### config.mk
export PLATFORM = sky130hd
export DESIGN_NAME = fml_arb
export DESIGN_NICKNAME = d
export VERILOG_FILES = /design/src/rtl/fml_arb_pkg.sv /design/src/rtl/fml_arb_wdata.sv /design/src/rtl/fml_arb.sv
export SDC_FILE = /design/constraint.sdc
export NUM_CORES = 1
export LEC_CHECK = 0
export CORE_AREA = 3 3 323 325
export CTS_CLUSTER_DIAMETER = 200
export DETAILED_ROUTE_END_ITERATION = 12
export DIE_AREA = 0 0 326 328
export PLACE_DENSITY = 0.36
export SYNTH_ARGS = -nofsm -noshare
export SYNTH_HDL_FRONTEND = slang
export SYNTH_SLANG_ARGS = --single-unit
### constraint.sdc
create_clock -name sys_clk -period 2.25 [get_ports sys_clk]
set_input_delay 0.45 -clock sys_clk [delete_from_list [all_inputs] [get_ports sys_clk]]
set_output_delay 0.45 -clock sys_clk [all_outputs]
set_load 0.01 [all_outputs]
### src/rtl/fml_arb_pkg.sv
// fml_arb_pkg: shared constants, state encoding and round-robin picker for fml_arb
package fml_arb_pkg;
    localparam int FML_NMASTERS = 4;
    localparam int FML_BURST = 4;
    typedef enum logic {IDLE, GRANT} state_t;
    typedef logic [$clog2(FML_NMASTERS)-1:0] midx_t;
    typedef logic [$clog2(FML_BURST+1)-1:0] wcnt_t;
    // Nearest requester after base wins; base itself is tried last.
    function automatic midx_t rr_pick(input logic [FML_NMASTERS-1:0] req, input midx_t base);
        midx_t c;
        rr_pick = base;
        for (int i = FML_NMASTERS; i >= 1; i--) begin
            c = base + midx_t'(i);
            if (req[c]) rr_pick = c;
        end
    endfunction
endpackage

### src/rtl/fml_arb_wdata.sv
// fml_arb_wdata: steers write-burst data and masks from the acknowledged writer to the controller
// Ports: sys_clk, sys_rst (sync, active-high); load = write eack, owner = granted master;
// di/sel = all masters' write data/masks; s_di/s_sel = data/mask to the controller.
module fml_arb_wdata import fml_arb_pkg::*; (
    input  logic        sys_clk,
    input  logic        sys_rst,
    input  logic        load,
    input  midx_t       owner,
    input  logic [63:0] di [FML_NMASTERS],
    input  logic [7:0]  sel [FML_NMASTERS],
    output logic [63:0] s_di,
    output logic [7:0]  s_sel
);
    wcnt_t wcnt;
    midx_t wown;
    always_ff @(posedge sys_clk) begin
        if (sys_rst) begin
            wcnt <= '0;
            wown <= '0;
        end else if (load) begin
            wcnt <= wcnt_t'(FML_BURST);
            wown <= owner;
        end else if (wcnt != '0) begin
            wcnt <= wcnt - wcnt_t'(1);
        end
    end
    assign s_di  = wcnt != '0 ? di[wown]  : '0;
    assign s_sel = wcnt != '0 ? sel[wown] : '0;
    // A new write may only be acknowledged on the last beat of the running burst.
    assert property (@(posedge sys_clk) disable iff (sys_rst) !(load && wcnt > wcnt_t'(1)));
endmodule

### src/rtl/fml_arb.sv
// fml_arb: four-master round-robin arbiter for the single FML 4x64 port of hpdmc
// Ports: sys_clk, sys_rst (sync, active-high); mN_adr/stb/we/sel/di in and mN_eack/do out
// per master N = 0..3; s_adr/stb/we/sel/di out and s_eack/do in toward the controller.
// FML_ARB_PRIO_EN: when defined, master 0 wins every arbitration point at which it requests.
module fml_arb import fml_arb_pkg::*; #(
    parameter int sdram_depth = 26
) (
    input  logic                   sys_clk,
    input  logic                   sys_rst,
    input  logic [sdram_depth-1:0] m0_adr,
    input  logic                   m0_stb,
    input  logic                   m0_we,
    output logic                   m0_eack,
    input  logic [7:0]             m0_sel,
    input  logic [63:0]            m0_di,
    output logic [63:0]            m0_do,
    input  logic [sdram_depth-1:0] m1_adr,
    input  logic                   m1_stb,
    input  logic                   m1_we,
    output logic                   m1_eack,
    input  logic [7:0]             m1_sel,
    input  logic [63:0]            m1_di,
    output logic [63:0]            m1_do,
    input  logic [sdram_depth-1:0] m2_adr,
    input  logic                   m2_stb,
    input  logic                   m2_we,
    output logic                   m2_eack,
    input  logic [7:0]             m2_sel,
    input  logic [63:0]            m2_di,
    output logic [63:0]            m2_do,
    input  logic [sdram_depth-1:0] m3_adr,
    input  logic                   m3_stb,
    input  logic                   m3_we,
    output logic                   m3_eack,
    input  logic [7:0]             m3_sel,
    input  logic [63:0]            m3_di,
    output logic [63:0]            m3_do,
    output logic [sdram_depth-1:0] s_adr,
    output logic                   s_stb,
    output logic                   s_we,
    input  logic                   s_eack,
    output logic [7:0]             s_sel,
    output logic [63:0]            s_di,
    input  logic [63:0]            s_do
);
    logic [sdram_depth-1:0] adr [FML_NMASTERS];
    logic [7:0] sel [FML_NMASTERS];
    logic [63:0] di [FML_NMASTERS];
    logic [FML_NMASTERS-1:0] stb, we, req;
    state_t state;
    midx_t grant, last_grant, base, pick;
    logic in_grant, ack, rearb;
    assign adr = '{m0_adr, m1_adr, m2_adr, m3_adr};
    assign sel = '{m0_sel, m1_sel, m2_sel, m3_sel};
    assign di  = '{m0_di, m1_di, m2_di, m3_di};
    assign stb = {m3_stb, m2_stb, m1_stb, m0_stb};
    assign we  = {m3_we, m2_we, m1_we, m0_we};
    assign in_grant = state == GRANT;
    assign ack = in_grant & s_eack;
    // On eack the served master is masked out so a pending peer takes over with no bubble.
    assign req  = ack ? stb & ~(FML_NMASTERS'(1) << grant) : stb;
    assign base = ack ? grant : last_grant;
`ifdef FML_ARB_PRIO_EN
    assign pick = req[0] ? '0 : rr_pick(req, base);
`else
    assign pick = rr_pick(req, base);
`endif
    // Arbitrate when idle, after an eack, or when the granted master withdrew.
    assign rearb = !in_grant || ack || !stb[grant];
    always_ff @(posedge sys_clk) begin
        if (sys_rst) begin
            state      <= IDLE;
            grant      <= '0;
            last_grant <= midx_t'(FML_NMASTERS - 1);
        end else begin
            if (ack) last_grant <= grant;
            if (rearb) begin
                state <= |req ? GRANT : IDLE;
                if (|req) grant <= pick;
            end
        end
    end
    assign s_stb = in_grant & stb[grant];
    assign s_we  = in_grant & we[grant];
    assign s_adr = in_grant ? adr[grant] : '0;
    assign {m3_eack, m2_eack, m1_eack, m0_eack} = ack ? FML_NMASTERS'(1) << grant : '0;
    assign m0_do = s_do;
    assign m1_do = s_do;
    assign m2_do = s_do;
    assign m3_do = s_do;
    fml_arb_wdata u_wdata (
        .sys_clk (sys_clk),
        .sys_rst (sys_rst),
        .load    (ack & s_we),
        .owner   (grant),
        .di      (di),
        .sel     (sel),
        .s_di    (s_di),
        .s_sel   (s_sel)
    );
endmodule

## Word-level counts from Yosys, hierarchy flattened

Cells that the tools add are included.

- Add/subtract/negate cells: 4
- Shift operators: 1
- Mux-type cells: 31
- Reductions and logical operators: 9
- Bitwise operators: 8
- Magnitude comparators: 6

Operators with widths:

| kind | number |
|---|---|
| two-way mux 64 bit | 3 |
| binary-select mux 64 bit (select 2 bit) | 1 |
| two-way mux 26 bit | 3 |
| binary-select mux 26 bit (select 2 bit) | 1 |
| two-way mux 8 bit | 3 |
| binary-select mux 8 bit (select 2 bit) | 1 |
| < comparator 2 x 3 -> 1 bit, second input constant | 4 |
| binary-select mux 1 bit (select 2 bit) | 5 |
| two-way mux 2 bit | 4 |
| two-way mux 4 bit | 2 |
| >= comparator 3 bit, second input constant | 2 |
| two-way mux 1 bit | 6 |
| two-way mux 3 bit | 2 |
| inverter 2 -> 3 bit | 2 |
| adder 2 bit, second input constant | 2 |
| AND 1 bit | 4 |
| AND 4 bit | 1 |
| inverter 4 bit | 1 |
| OR reduction 4 bit | 1 |
| << shifter 1 x 2 -> 4 bit, first input constant | 1 |
| nonzero test 3 bit | 1 |
| subtractor 3 x 1 -> 3 bit, second input constant | 1 |
| adder 2 x 1 -> 2 bit, second input constant | 1 |
| logical NOT 1 bit | 2 |
| other kinds (4) | 5 |

- Bits in registers: 10
- Word-level logic and storage cells: 65
- Output and inout port bits: 360

## Logic depth before layout (Yosys ltp)

- Depth in word-level cells: 9
- Depth in mapped cells: 7
- Gate-level depth less buffers: 6

## Cells and area by module

A second synthesis with hierarchy kept.

- Cells, all modules: 640
- Area total of the unflattened synthesis: 5,556.6 um2

Modules (own cells, without submodules):

| module | area an instance (um2) | instances | seq. area each (um2) | cells an instance |
|---|---|---|---|---|
| fml_arb | 3,161.8 | 1 | 100.1 | 369 |
| fml_arb_wdata | 2,394.8 | 1 | 100.1 | 271 |

## Worst setup path before layout

No wires, ideal clock.

- Path kind: reg-to-output
- Start point: register u_wdata.wown[0]
- End point: output port s_di[0]
- Stages on the path, launching flop included: 5
- Arrival time: 1.460 ns
- Setup slack: 0.340 ns
- Data required time: 1.800 ns
- Path through: dfxtp_1 > buf_2 > buf_2 > mux4_2 > nor2b_1

- Longest elaborated chain between the ends: 5

Ends and longest elaborated chain:

| item | RTL line | text |
|---|---|---|
| start, declared | fml_arb_wdata.sv:15 | `midx_t wown;` |
| start signal, assigned | fml_arb_wdata.sv:22 | `wown <= owner;` |
| inverter 2 -> 3 bit (implied by the code) | fml_arb_wdata.sv:27 | `assign s_di = wcnt != '0 ? di[wown] : '0;` |
| binary-select mux 64 bit (select 2 bit) | fml_arb_wdata.sv:27 |  |
| two-way mux 64 bit (implied by the code) (2 in a row) | fml_arb_wdata.sv:27 |  |
| two-way mux 64 bit | fml_arb_wdata.sv:27 |  |
| end, declared | fml_arb.sv:43 | `output logic [63:0] s_di,` |

Every way passes these cells. The select of a mux whose other input is x is not followed.

## Worst setup path after layout

- Start point: register u_wdata.wown[0]
- End point: output port s_di[55]

The elaborated chain is that of the path after synthesis.

==> flow_summary.json <==
{
  "hold_path_class": "flip-flop to flip-flop",
  "rows": 117,
  "drtIter0Drc": 177,
  "synth_top_area_share": 0.401,
  "antenna_left": 0,
  "max_slew_margin": 0.739,
  "antenna_found_initial": 10,
  "drive_gt1_frac": 0.437,
  "dr.pass1.iters": 4,
  "fmax_ghz": 0.406,
  "crit_family": "buffers and inverters",
  "wl_per_cell_um": 19.1,
  "setup_violations": 79,
  "synth_warnings": 0,
  "ys_top_cells_by_area": "mux4_2 (40%), buf_4 (35%), nor2b_1 (8.2%)",
  "cts_root_buf": "clkbuf_16",
  "gp_congestion": 0.936,
  "drv_cap": 0,
  "cp-end-kind": "output pin",
  "worst-path-stages": 7,
  "die_area_mm2": 0.107,
  "slowest_stage": "mux4_2",
  "grt_max_degree": 30,
  "preCtsSetupSlack_ps": -574,
  "clock_skew_ps": 0.319,
  "port_buffers": 506,
  "synth_cell_types": 36,
  "min_period_over_period": 1.09,
  "grt_pass1_wl_um": 57000,
  "p_per_area_mw_per_mm2": 477,
  "cp_num_buf_inv": 5,
  "fin_area_mm2": 0.0121,
  "num_vias": 5617,
  "leakage_nw": 4.26,
  "yosys.area.top_type": "mux4_2",
  "min_period_ps": 2460,
  "synth_area_mm2": 0.00557,
  "finalHoldViolCount": 0,
  "die_x_um": 326,
  "routed_wl_um": 43400,
  "io_pins": 827,
  "grt_overflow_total": 0,
  "numCtsBuffers": 3,
  "worst_slew_pin_slew_ps": 390,
  "cp_common_cell": "buf_12",
  "maxSlewViolCount": 0,
  "fill_cells": 11700,
  "synthCells": 561,
  "drc_errors": 0,
  "cp-start-kind": "flip-flop",
  "path_cells": "buf_12 -> buf_16 -> buf_12 -> buf_12 -> mux4_2 -> nor2b_4 -> buf_6",
  "clk_path_buf_depth": 2,
  "clk_pin_slew_worst_paths_ps": 40,
  "vias_per_cell": 2.47,
  "cp.arrival_ps": 2010,
  "placed_area_mm2": 0.0110,
  "core_area_mm2": 0.102,
  "worst_r2r_startpoint": "grant[0]",
  "synth_area_per_cell_um2": 9.92,
  "yosysSeqAreaShare": 0.0360,
  "area_growth_pct": 118,
  "rr_endpoint": "grant[0]",
  "h-tree-depth": 1,
  "grt_usage": 0.0763,
  "cts_tree": "done",
  "start_util": 0.0547,
  "synth-seq-cells": 10,
  "final_cell_mix": "clkdlybuf4s50_1 (394), mux4_2 (99), buf_6 (94)",
  "grt_pass1_vias": 6352,
  "violations": "negative setup slack",
  "clock_latency_ps": 240,
  "rsz0062_at_grt": "yes",
  "worst_r2r_path_depth": 9,
  "worst_ep_required_time_ps": 1800,
  "status": "finished with violations",
  "setup.worst_path.end": "s_di[55]",
  "syn_nets": 1031,
  "crit_type": "flip-flop to output pin",
  "startpoint": "u_wdata.wown[0]",
  "clkSinkCount": 10,
  "final_common_cell": "clkdlybuf4s50_1",
  "crit_fanout": 5,
  "nets": 1375,
  "dp_hpwl_um": 37500,
  "peakVddDrop_uv": 342,
  "max_stage_delay_ps": 510,
  "r2r_slack_ps": 240,
  "die_y_um": 328,
  "setup_ws_ps": -213
}
-- timing repair --
action / 4_1_cts / 5_1_grt
setup buffers: 32 / 19
gates cloned: 4 / 0
endpoints found under the setup margin: 104 / 93
pin swaps: 6 / 11
gates resized for setup: 468 / 102
hold buffers: 0 / 0
-- state kept, by name, indices dropped and copies added, names as in the netlist --
signal        count
grant             2
in_grant          1
last_grant        2
u_wdata.wcnt      3
u_wdata.wown      2
-- power by group --
part           internal [mW]  total, mW  switching [mW]
sequential             0.207      0.230          0.0226
combinational           2.80       5.21            2.40
clock                  0.267      0.352          0.0848
-- synthesized netlist by cell type --
library cell,number
nor2_1,5
or2b_1,1
nand2b_1,2
nand2_1,5
o21ai_0,1
o22ai_1,3
o22a_1,1
a21bo_2,1
xor2_1,1
and3_1,1
nor3_1,5
a22oi_1,1
nand3_1,2
and2_1,27
dfxtp_1,10
nand3b_1,1
mux2i_1,3
a21boi_2,1
a311oi_1,1
o32ai_4,1
ha_1,3
a21oi_1,5
clkbuf_1,21
mux2_2,2
buf_2,11
nand2_2,1
inv_1,8
buf_4,256
a211oi_1,2
a21oi_2,1
buf_1,2
mux2i_4,1
mux4_2,99
mux2_4,1
nor2b_1,73
buf_6,2
-- per-layer routing --
layer	global-route usage	share of wire	routed length (µm)
met1	0.0923	0.40	17500
met2	0.135	0.50	21600
met3	0.0236	0.083	3600
met4	0.0102	0.014	622
met5	0	0.00062	27
-- worst min-delay path, stage by stage (launching register included) --
cell and delay, ps:
dfxtp_1 310, a21oi_1 130, nor3_1 60
-- worst min-delay path by stage --
stage / startpoint / endpoint / slack [ps] / cells after the start
after floorplan: last_grant[1] / last_grant[1] / 470 / 2
after global placement: u_wdata.wcnt[1] / u_wdata.wcnt[1] / 540 / 2
after detailed placement: u_wdata.wcnt[1] / u_wdata.wcnt[1] / 520 / 2
after CTS: u_wdata.wcnt[1] / u_wdata.wcnt[1] / 540 / 2
after global routing: u_wdata.wcnt[1] / u_wdata.wcnt[1] / 600 / 2
final: u_wdata.wcnt[1] / u_wdata.wcnt[1] / 540 / 2
-- cells by family after synthesis --
| family | count (synthesis) | share of synthesized area |
|---|---|---|
| adders and majority gates | 3 | 0.00674 |
| DFF | 10 | 0.0360 |
| and+or+nand+nor | 123 | 0.133 |
| buffers and inverters | 300 | 0.380 |
| muxes | 106 | 0.417 |
| AOI/OAI and AO/OA | 18 | 0.0263 |
| xor gates and xnor gates | 1 | 0.00157 |
-- per-stage QoR --
stage	hold slack [ps]	utilization	setup TNS (ps)	cells	power, mW
floorplan	466	-	0	561	2.14
global placement	541	0.109	-22230	2233	4.96
detailed placement	520	0.109	-21890	2233	4.94
CTS	541	0.115	-12340	2263	5.63
global route	596	0.119	-14050	2272	6.21
finish	544	0.119	-6180	2273	5.79
-- final cells by class --
| class | instances | area (µm²) | share of cell area |
|---|---|---|---|
| antenna | 1 | 2.50 | 0.000206 |
| clock buffer | 4 | 88.8 | 0.00733 |
| inverter | 8 | 30.0 | 0.00248 |
| multi-input combinational | 251 | 3650 | 0.301 |
| sequential | 10 | 213 | 0.0175 |
| tap | 1368 | 1710 | 0.141 |
| timing repair buffer | 631 | 6430 | 0.530 |
(Power assumes the default switching activity.)
